==> src/rtl/ds2411_responder_if.sv <==
// DQ-side signal bundle of the DS2411 emulator: the slave modport is the
// device, the master modport is the bus master (or a bench).
interface ds2411_responder_if;
  logic       dq_in;
  logic       dq_oe;
  logic [7:0] cmd;
  logic       busy;

  modport master (output dq_in, input dq_oe, cmd, busy);
  modport slave  (input dq_in, output dq_oe, cmd, busy);
endinterface

==> src/rtl/ds2411_responder.sv <==
// 1-Wire slave emulating a DS2411 serial number: reset/presence, command
// reception, Read ROM and Search ROM with the CRC built on the fly.
module ds2411_responder #(
  parameter int unsigned CLK_MHZ = 100,
  parameter logic [7:0]  FAMILY  = 8'h01,
  parameter logic [47:0] SERIAL  = 48'h000000000001
) (
  input logic               clk,
  input logic               reset,
  ds2411_responder_if.slave bus
);

  localparam int unsigned T_RSTL = 440 * CLK_MHZ;
  localparam int unsigned T_PDH  = 30  * CLK_MHZ;
  localparam int unsigned T_PDL  = 120 * CLK_MHZ;
  localparam int unsigned T_SAMP = 30  * CLK_MHZ;
  localparam int unsigned T_DRV0 = 30  * CLK_MHZ;
  // Presence wait absorbs the synchronizer and edge-detect latency.
  localparam int unsigned PD_WAIT_CYC = (T_PDH > 3) ? (T_PDH - 3) : 1;

  localparam int unsigned LW = $clog2(T_RSTL + 1);
  localparam int unsigned TW = $clog2(T_PDL + 1);

  localparam logic [LW-1:0] RSTL_HIT = LW'(T_RSTL - 1);
  localparam logic [LW-1:0] RSTL_SAT = LW'(T_RSTL);
  localparam logic [TW-1:0] PDH_END  = TW'(PD_WAIT_CYC - 1);
  localparam logic [TW-1:0] PDL_END  = TW'(T_PDL - 1);
  localparam logic [TW-1:0] SAMP_END = TW'(T_SAMP - 1);
  localparam logic [TW-1:0] DRV0_END = TW'(T_DRV0 - 1);

  localparam logic [55:0] ROM_ID = {SERIAL, FAMILY};

  typedef enum logic [2:0] {
    S_IDLE,
    S_RST_LOW,
    S_PD_WAIT,
    S_PD_DRIVE,
    S_CMD,
    S_ROM_TX,
    S_SEARCH,
    S_DONE
  } state_e;

  state_e        state_q, state_d;
  logic          sync1_q, dqs_q, dqs_prev_q;
  logic [LW-1:0] lowcnt_q, lowcnt_d;
  logic [TW-1:0] tmr_q, tmr_d;
  logic          slot_q, slot_d;
  logic [5:0]    nbit_q, nbit_d;
  logic [1:0]    sph_q, sph_d;
  logic [7:0]    sh_q, sh_d;
  logic [7:0]    cmd_q, cmd_d;
  logic [7:0]    crc_q, crc_d;
  logic          dq_oe_q, dq_oe_d;
  logic          busy_q, busy_d;

  logic          fall, rise, force_rst;
  logic          rom_bit, send_bit, is_write;
  logic [TW-1:0] slot_end;
  logic          bit_done, bit_val;

  function automatic logic [7:0] crc_step(logic [7:0] c, logic b);
    logic fb;
    fb = c[0] ^ b;
    return {fb, c[7:1]} ^ (fb ? 8'h0C : 8'h00);
  endfunction

  always_comb begin
    fall      = dqs_prev_q & ~dqs_q;
    rise      = ~dqs_prev_q & dqs_q;
    force_rst = ~dqs_q && (lowcnt_q >= RSTL_HIT);
    if (dqs_q)                     lowcnt_d = '0;
    else if (lowcnt_q == RSTL_SAT) lowcnt_d = lowcnt_q;
    else                           lowcnt_d = lowcnt_q + 1'b1;

    rom_bit  = (nbit_q < 6'd56) ? ROM_ID[nbit_q] : crc_q[nbit_q[2:0]];
    is_write = (state_q == S_CMD) || ((state_q == S_SEARCH) && (sph_q == 2'd2));
    send_bit = ((state_q == S_SEARCH) && (sph_q == 2'd1)) ? ~rom_bit : rom_bit;
    slot_end = is_write ? SAMP_END : DRV0_END;
  end

  always_comb begin
    state_d  = state_q;
    tmr_d    = tmr_q;
    slot_d   = slot_q;
    nbit_d   = nbit_q;
    sph_d    = sph_q;
    sh_d     = sh_q;
    cmd_d    = cmd_q;
    crc_d    = crc_q;
    bit_done = 1'b0;
    bit_val  = 1'b0;

    case (state_q)
      S_RST_LOW: begin
        if (rise) begin
          state_d = S_PD_WAIT;
          tmr_d   = '0;
        end
      end
      S_PD_WAIT: begin
        if (tmr_q == PDH_END) begin
          state_d = S_PD_DRIVE;
          tmr_d   = '0;
        end else begin
          tmr_d = tmr_q + 1'b1;
        end
      end
      S_PD_DRIVE: begin
        if (tmr_q == PDL_END) begin
          state_d = S_CMD;
          tmr_d   = '0;
          slot_d  = 1'b0;
          nbit_d  = '0;
          sh_d    = '0;
        end else begin
          tmr_d = tmr_q + 1'b1;
        end
      end
      S_CMD, S_ROM_TX, S_SEARCH: begin
        // A read-1 slot needs no drive, so it completes on the edge itself;
        // edges inside a running slot window are ignored.
        if (slot_q) begin
          if (tmr_q == slot_end) begin
            slot_d   = 1'b0;
            bit_done = 1'b1;
            bit_val  = dqs_q;
          end else begin
            tmr_d = tmr_q + 1'b1;
          end
        end else if (fall) begin
          if (is_write || !send_bit) begin
            slot_d = 1'b1;
            tmr_d  = '0;
          end else begin
            bit_done = 1'b1;
            bit_val  = 1'b1;
          end
        end
      end
      default: ;
    endcase

    if (bit_done && !force_rst) begin
      case (state_q)
        S_CMD: begin
          sh_d   = {bit_val, sh_q[7:1]};
          nbit_d = nbit_q + 1'b1;
          if (nbit_q == 6'd7) begin
            cmd_d  = sh_d;
            nbit_d = '0;
            sph_d  = '0;
            crc_d  = '0;
            case (sh_d)
              8'h33, 8'h0F: state_d = S_ROM_TX;
              8'hF0:        state_d = S_SEARCH;
              default:      state_d = S_DONE;
            endcase
          end
        end
        S_ROM_TX: begin
          if (nbit_q < 6'd56) crc_d = crc_step(crc_q, rom_bit);
          nbit_d = nbit_q + 1'b1;
          if (nbit_q == 6'd63) state_d = S_DONE;
        end
        S_SEARCH: begin
          case (sph_q)
            2'd0: sph_d = 2'd1;
            2'd1: sph_d = 2'd2;
            default: begin
              sph_d = 2'd0;
              if (bit_val != rom_bit) begin
                state_d = S_DONE;
              end else begin
                if (nbit_q < 6'd56) crc_d = crc_step(crc_q, rom_bit);
                nbit_d = nbit_q + 1'b1;
                if (nbit_q == 6'd63) state_d = S_DONE;
              end
            end
          endcase
        end
        default: ;
      endcase
    end

    if (force_rst) begin
      state_d = S_RST_LOW;
      slot_d  = 1'b0;
      tmr_d   = '0;
    end

    dq_oe_d = (state_d == S_PD_DRIVE) || (slot_d && !is_write);
    busy_d  = (state_d == S_CMD) || (state_d == S_ROM_TX) || (state_d == S_SEARCH);
  end

  always_ff @(posedge clk) begin
    if (!reset) begin
      sync1_q    <= 1'b1;
      dqs_q      <= 1'b1;
      dqs_prev_q <= 1'b1;
      lowcnt_q   <= '0;
      state_q    <= S_IDLE;
      tmr_q      <= '0;
      slot_q     <= 1'b0;
      nbit_q     <= '0;
      sph_q      <= '0;
      sh_q       <= '0;
      cmd_q      <= '0;
      crc_q      <= '0;
      dq_oe_q    <= 1'b0;
      busy_q     <= 1'b0;
    end else begin
      sync1_q    <= bus.dq_in;
      dqs_q      <= sync1_q;
      dqs_prev_q <= dqs_q;
      lowcnt_q   <= lowcnt_d;
      state_q    <= state_d;
      tmr_q      <= tmr_d;
      slot_q     <= slot_d;
      nbit_q     <= nbit_d;
      sph_q      <= sph_d;
      sh_q       <= sh_d;
      cmd_q      <= cmd_d;
      crc_q      <= crc_d;
      dq_oe_q    <= dq_oe_d;
      busy_q     <= busy_d;
    end
  end

  assign bus.dq_oe = dq_oe_q;
  assign bus.cmd   = cmd_q;
  assign bus.busy  = busy_q;

endmodule
==> src/flat_wrapper.sv <==
// flat-port wrapper written by rule: the top's interface ports become plain ports
module ds2411_responder_flat 
#(
  parameter int unsigned CLK_MHZ = 100,
  parameter logic [7:0]  FAMILY  = 8'h01,
  parameter logic [47:0] SERIAL  = 48'h000000000001
)
  (clk, reset, bus_dq_in, bus_dq_oe, bus_cmd, bus_busy);
  ds2411_responder_if bus_i ();
  input logic clk;
  input logic reset;
  input wire logic [$bits(bus_i.dq_in)-1:0] bus_dq_in;
  output wire logic [$bits(bus_i.dq_oe)-1:0] bus_dq_oe;
  output wire logic [$bits(bus_i.cmd)-1:0] bus_cmd;
  output wire logic [$bits(bus_i.busy)-1:0] bus_busy;
  assign bus_i.dq_in = bus_dq_in;
  assign bus_dq_oe = bus_i.dq_oe;
  assign bus_cmd = bus_i.cmd;
  assign bus_busy = bus_i.busy;
  ds2411_responder #(.CLK_MHZ(CLK_MHZ), .FAMILY(FAMILY), .SERIAL(SERIAL)) u_core (.clk(clk), .reset(reset), .bus(bus_i));
endmodule
==> config.mk <==
export PLATFORM = sky130hd
export DESIGN_NAME = ds2411_responder_flat
export DESIGN_NICKNAME = d
export VERILOG_FILES = /design/src/rtl/ds2411_responder_if.sv /design/src/rtl/ds2411_responder.sv /design/src/flat_wrapper.sv
export SDC_FILE = /design/constraint.sdc
export NUM_CORES = 1
export LEC_CHECK = 0
export BUFFER_PORTS_ARGS = -buffer_cell sky130_fd_sc_hd__buf_2
export CORE_UTILIZATION = 30
export CTS_CLUSTER_DIAMETER = 50
export CTS_CLUSTER_SIZE = 14
export DETAILED_ROUTE_END_ITERATION = 10
export GPL_TIMING_DRIVEN = 0
export PLACE_DENSITY_LB_ADDON = 0.3
export SLEW_MARGIN = 10
export SYNTH_ARGS = -nofsm -noshare
export SYNTH_HDL_FRONTEND = slang
export SYNTH_SLANG_ARGS = --single-unit
==> constraint.sdc <==
create_clock -name clk -period 4.53 [get_ports clk]
set_input_delay 0.2265 -clock clk [delete_from_list [all_inputs] [get_ports clk]]
set_output_delay 0.2265 -clock clk [all_outputs]
set_load 0.01 [all_outputs]
## Yosys cells after proc, flatten, opt, wreduce, memory -nomap -nowiden

Memories as Yosys holds them, arrays and structs flattened. A register that Yosys moved wholly into a read port is not among the register bits.
Index checks and enable logic that the tools add are counted.

| cells by class | value |
|---|---|
| mux-type cells | 61 |
| order comparisons | 4 |
| $add $sub $neg | 3 |
| equality and inequality tests | 29 |
| bitwise operators | 8 |
| reductions and logical operators | 26 |

Operators by type and width:

| cell | number |
|---|---|
| two-way mux 14 bit | 7 |
| two-way mux 8 bit | 8 |
| one-hot mux 14 bit (4 select lines) | 1 |
| two-way mux 6 bit | 7 |
| equality test 14 x 12 -> 1 bit (second input constant) | 2 |
| two-way mux 3 bit | 9 |
| one-hot mux 8 bit (3 select lines) | 1 |
| equality test 3 bit (second input constant) | 6 |
| two-way mux 1 bit | 18 |
| one-hot mux 3 bit (3 select lines) | 2 |
| one-hot mux 6 bit (3 select lines) | 1 |
| adder 16 x 1 -> 16 bit (second input constant) | 1 |
| equality test 16 bit (second input constant) | 1 |
| >= comparator 16 bit (second input constant) | 1 |
| adder 14 x 1 -> 14 bit (second input constant) | 1 |
| equality test 14 bit (second input constant) | 1 |
| one-hot mux 2 bit (2 select lines) | 3 |
| AND reduction 5 bit | 2 |
| equality test 3 x 2 -> 1 bit (second input constant) | 3 |
| equality test 8 x 4 -> 1 bit (second input constant) | 1 |
| equality test 8 x 6 -> 1 bit (second input constant) | 1 |
| equality test 8 bit (second input constant) | 1 |
| OR reduction 2 bit | 4 |
| bitwise XOR 8 bit | 1 |
| other kinds (30) | 48 |

| storage, ports and cells | value |
|---|---|
| word-level logic and storage cells | 146 |
| output and inout bits | 10 |
| memories | 1 |
| input bits | 3 |
| register bits | 71 |
| bits in read-only memories | 64 |

Memory list:

| memory | depth | width | rd ports | clocked after Yosys merged registers in | write ports | line | text |
|---|---|---|---|---|---|---|---|
| (name not given) | 64 | 1 | 1 | 1 | 0 | ds2411_responder.sv:76 | `rom_bit = (nbit_q < 6'd56) ? ROM_ID[nbit_q] : crc_q[nbit_q[2:0]];` |

## Longest topological paths before layout

| logic depth | value |
|---|---|
| depth in word-level cells | 21 |
| gate-level depth with buffers | 12 |
| depth with buffers taken out | 10 |

## Worst setup path before layout

Ideal clock, no wire load.

| timing path | value |
|---|---|
| kind | register -> register |
| start | register u_core.nbit_q[0] |
| end | register u_core.tmr_q[10] |
| stages on the path, launching flop included | 10 |
| clock period less this slack | 2.824 ns |
| data required time | 4.459 ns |
| setup slack | 1.706 ns |
| arrival | 2.753 ns |
| path through | dfxtp_1 -> mux4_1 -> mux2i_1 -> mux2i_1 -> o211ai_2 -> o22ai_1 -> inv_1 -> or2_2 -> or3b_2 -> a21oi_1 |

| between the ends | value |
|---|---|
| word-level cells in the longest chain between the ends | 9 |
| elaborated cells on any way between the ends | 10 |
| classes of those cells | order compare (1); eq/ne (1); mux (4); bitwise (1); reduce/logical (3) |

RTL lines:

| element | line | text |
|---|---|---|
| from (decl) | ds2411_responder.sv:49 | `logic [5:0] nbit_q, nbit_d;` |
| from (signal assigned) | ds2411_responder.sv:220 | `nbit_q <= nbit_d;` |
| branches (longest 2 deep; another with < comparator 6 bit) | -- |  |
| two-way mux 1 bit (*) | ds2411_responder.sv:76 |  |
| inverter 1 bit | ds2411_responder.sv:78 | `send_bit = ((state_q == S_SEARCH) && (sph_q == 2'd1)) ? ~rom_bit : rom_bit;` |
| two-way mux 1 bit (*) | ds2411_responder.sv:78 |  |
| logical NOT 1 bit (*) | ds2411_responder.sv:132 | `if (is_write \|\| !send_bit) begin` |
| logical OR 1 bit (*) | ds2411_responder.sv:132 |  |
| != test 3 x 1 -> 1 bit (no line) (*) | -- |  |
| AND reduction 5 bit (no line) (*) | -- |  |
| to (signal assigned) | ds2411_responder.sv:218 | `tmr_q <= tmr_d;` |
| to (decl) | ds2411_responder.sv:47 | `logic [TW-1:0] tmr_q, tmr_d;` |

Every way passes the cells marked *. The select of a mux whose other input is x is not followed.
A chain may end at the register's enable or synchronous reset.

## Worst setup path after layout

| timing path | value |
|---|---|
| start | register u_core.nbit_q[0] |
| end | register u_core.sph_q[1] |

| between the ends | value |
|---|---|
| word-level cells in the longest chain between the ends | 13 |
| elaborated cells on any way between the ends | 16 |
| classes of those cells | order compare (1); eq/ne (2); mux (8); bitwise (1); reduce/logical (4) |

RTL lines:

| element | line | text |
|---|---|---|
| branches (longest 12 deep; another with < comparator 6 bit) | -- |  |
| AND reduction 3 bit (no line) (*) | -- |  |
| to (signal assigned) | ds2411_responder.sv:221 | `sph_q <= sph_d;` |
| to (decl) | ds2411_responder.sv:50 | `logic [1:0] sph_q, sph_d;` |

Marked as above.

==> flow_summary_export.csv <==
group,metric,value,unit
run_status,outcome,"complete, no violations",
timing,rsz0062_at_grt,"false",
die,fp.dieArea,13600,µm²
critical_path,path_cells,"mux4_1, mux2i_1, mux2i_1, o211ai_2, nand2_1, clkbuf_1, nor3_2, nand2b_1, clkbuf_1, o211ai_1, a21boi_0",
power,p_int,1.13,mW
finish,final-seq-area,1420,µm²
critical_path,cpPeakStageDelay,0.59,ns
timing,finalClockSkew,0.00684,ns
routing,totalWireLength,9210,µm
die,core,12700,µm²
timing,fin_crit_sh,73.6,%
cts,clockBufferDepth,2,
routing,drtAntennaViolNets,0,
global_routing,grt_pass1_wl,15600,µm
power,share_comb_of_total_power,1.3,%
die,rows,41,
routing,drcViolationCount,0,
cts,cts.htree.levels,3,
power,power_frac_seq,44.5,%
run,maxCapViolations,0,
finish,layout.nets,526,
critical_path,start_kind,"flip-flop",
finish,final_common_cell,"nand2_1",
power,clock_power_share,54.2,%
global_routing,antenna_found_initial,0,
place,place.gp.congestion,0.878,
yosys,synth_edf_count,0,
critical_path,r2r-start,"u_core.nbit_q[0]",
timing,drv_slew,0,
yosys,ys_types,65,
finish,drive_gt1_share,8.41,%
yosys,synthFlopType,"dfxtp_1",
finish,final.fill_count,1355,
global_routing,grt.overflow.total,0,
routing,routed_via_density,5.13,
yosys,synth_seq_cells,71,
cts,clkLatencyLatePin,0.33,ns
yosys,synth_area,3950,µm²
timing,tightest_slew,0.747,ns
routing,avgRoutedWirePerCell,13.3,µm
cts,cts_setup_buffers,0,
yosys,synth_top_family_by_area,"simple AND/OR/NAND/NOR gates",
yosys,ys_seq_area_share,36.0,%
cts,numClockSinks,71,
place,dpl.hpwl,6740,µm
die,io-pin-count,13,
global_routing,grt_max_degree,13,
yosys,syn_nets,503,
routing,firstDrtPassIters,5,
yosys,yosys-mux-area-fraction,4.75,%
place,io_buffers,12,
die,start_util,31.0,%
finish,mostFrequentLayoutCells,"nand2_1, dfxtp_1, nor2_1, nand3_1, clkbuf_1",
timing,min_period,3.33,ns
yosys,ys_warn_count,0,
timing,finalSetupTns,0,ns
cts,hold_buffers,0,
power,power_switching,279,µW
critical_path,critPathSlowestCell,"mux4_1",
die,die_w,117,µm
critical_path,cp.required,4.79,ns
routing,via_count,3568,
yosys,synth_cells,495,
finish,area_growth,15.2,%
critical_path,cp-end-kind,"flip-flop",
power,vdd_drop_max,0.162,mV
die,die-height,117,µm
cts,post_cts_resized,0,
yosys,synth_area_per_cell,7.97,µm²
power,leakage,1.52,nW
finish,multiInputGateArea,2370,µm²
yosys,synth-compound-area-share,17.3,%
cts,cts-buffers-inserted,9,
power,p_total,1.41,mW
cts,clk_pin_slew_worst_paths,0.06,ns
timing,slew_headroom,49.7,%
timing,finalHoldViolCount,0,
critical_path,critPathMaxFanout,10,
cts,cts_tree,"built",
critical_path,path_class,"reg -> reg",
worst_hold_path,hold_class,"in -> reg",
worst_hold_path,hold_start,"bus_dq_in",
global_routing,grt_usage,14.5,%
finish,antenna_cells,0,
yosys,async_flop_share,0,%
power,swShare,19.8,%
critical_path,crit_arrival,3.59,ns
global_routing,grt_pass1_vias,3325,
timing,fmax,300,MHz
critical_path,crit_start,"u_core.nbit_q[0]",
cts,root_buffer,"clkbuf_16",
yosys,yosys.area_share.simple,30.2,%
yosys,synth_fa_ha_area_share,1.58,%
routing,drt_iter0_markers,221,
place,placed_cell_area,4220,µm²
yosys,synthXorXnorAreaFrac,6.21,%
timing,setup_violations,0,
power,powerDensity,310,nW/µm²
finish,design_area,4550,µm²
[kinds of logic (layout without fill, tap and decap cells)]
logic type | count (synthesis) | in the layout
AND/OR/NAND/NOR | 236 | 236
AO/OA/AOI/OAI | 100 | 100
flip-flops | 71 | 71
buffers and inverters | 40 | 68
XOR/XNOR | 28 | 28
multiplexers | 15 | 15
adder cells (fa/ha/maj) | 5 | 5
[routing by layer]
layer,part of all wire [%],track usage (%)
met1,49,18.9
met2,44,23.4
met3,4.5,3.68
met4,2.1,4.73
met5,0,0
[power groups by stage]
| stage | logic (mW) | registers (mW) | clock network [mW] |
|---|---|---|---|
| 2_1_floorplan | 0.0123 | 0.640 | 0 |
| 3_3_place_gp | 0.0180 | 0.640 | 0 |
| 3_5_place_dp | 0.0182 | 0.640 | 0 |
| 4_1_cts | 0.0181 | 0.626 | 0.780 |
| 5_1_grt | 0.0199 | 0.626 | 0.802 |
| 6_report | 0.0180 | 0.627 | 0.763 |
[flip-flops by register name, summed over array words and instances, names as in the netlist, named ones only]
| signal | count |
|---|---|
| u_core.sph_q | 2 |
| u_core.tmr_q | 14 |
| u_core.sync1_q | 1 |
| u_core.crc_q | 8 |
| u_core.state_q | 3 |
| u_core.bus.dq_oe | 1 |
| u_core.dqs_q | 1 |
| u_core.bus.busy | 1 |
| u_core.lowcnt_q | 16 |
| u_core.bus.cmd | 8 |
| u_core.dqs_prev_q | 1 |
| u_core.nbit_q | 6 |
| u_core.slot_q | 1 |
| u_core.sh_q | 7 |
[final timing paths]
kind                          end  slack, ns  cells after the start
hold reg to reg      u_core.dqs_q       0.42                      1
setup reg to reg  u_core.sph_q[1]       1.20                     11
setup / recovery  u_core.sph_q[1]       1.20                     11
hold / removal     u_core.sync1_q       0.09                      2
[Yosys cell counts (all sizes together) (12+ instances only)]
cell type / number / share of area (%)
a21boi: 23 / 4.4
a21oi: 23 / 2.9
clkbuf: 25 / 2.4
dfxtp: 71 / 36
inv: 13 / 1.2
mux2i: 12 / 3.0
nand2: 74 / 7.0
nand3: 30 / 3.8
nor2: 48 / 4.6
nor3: 15 / 2.0
o21ai: 18 / 2.3
xnor2: 12 / 2.7
xor2: 16 / 3.5
[layout make-up]
| type | count | area share [%] |
|---|---|---|
| multi-input combinational | 384 | 52.1 |
| sequential | 71 | 31.3 |
| clock buffer | 11 | 5.34 |
| tap | 172 | 4.73 |
| buffer | 27 | 2.39 |
| clock inverter | 5 | 1.79 |
| timing repair buffer | 12 | 1.32 |
| inverter | 13 | 1.07 |
[through the flow]
step                      std cells  util (%)  hold WS, ns  setup slack [ns]
after floorplan                 495         -        0.328              1.71
after global placement          679      33.2        0.397              1.26
after detailed placement        679      33.2        0.411              1.21
after CTS                       695      35.7       0.0910              1.19
after global routing            695      35.7       0.0842             0.885
final                           695      35.7       0.0881              1.20
[worst max-delay path, delay by kind of cell, from the launching register on]
family                 cells  cell delay [ns]
and+or+nand+nor            3             0.40
buffers and inverters      2             0.76
AOI/OAI and AO/OA          3             0.48
muxes                      3             1.19
DFF                        1             0.44
(Power assumes the default switching activity.)
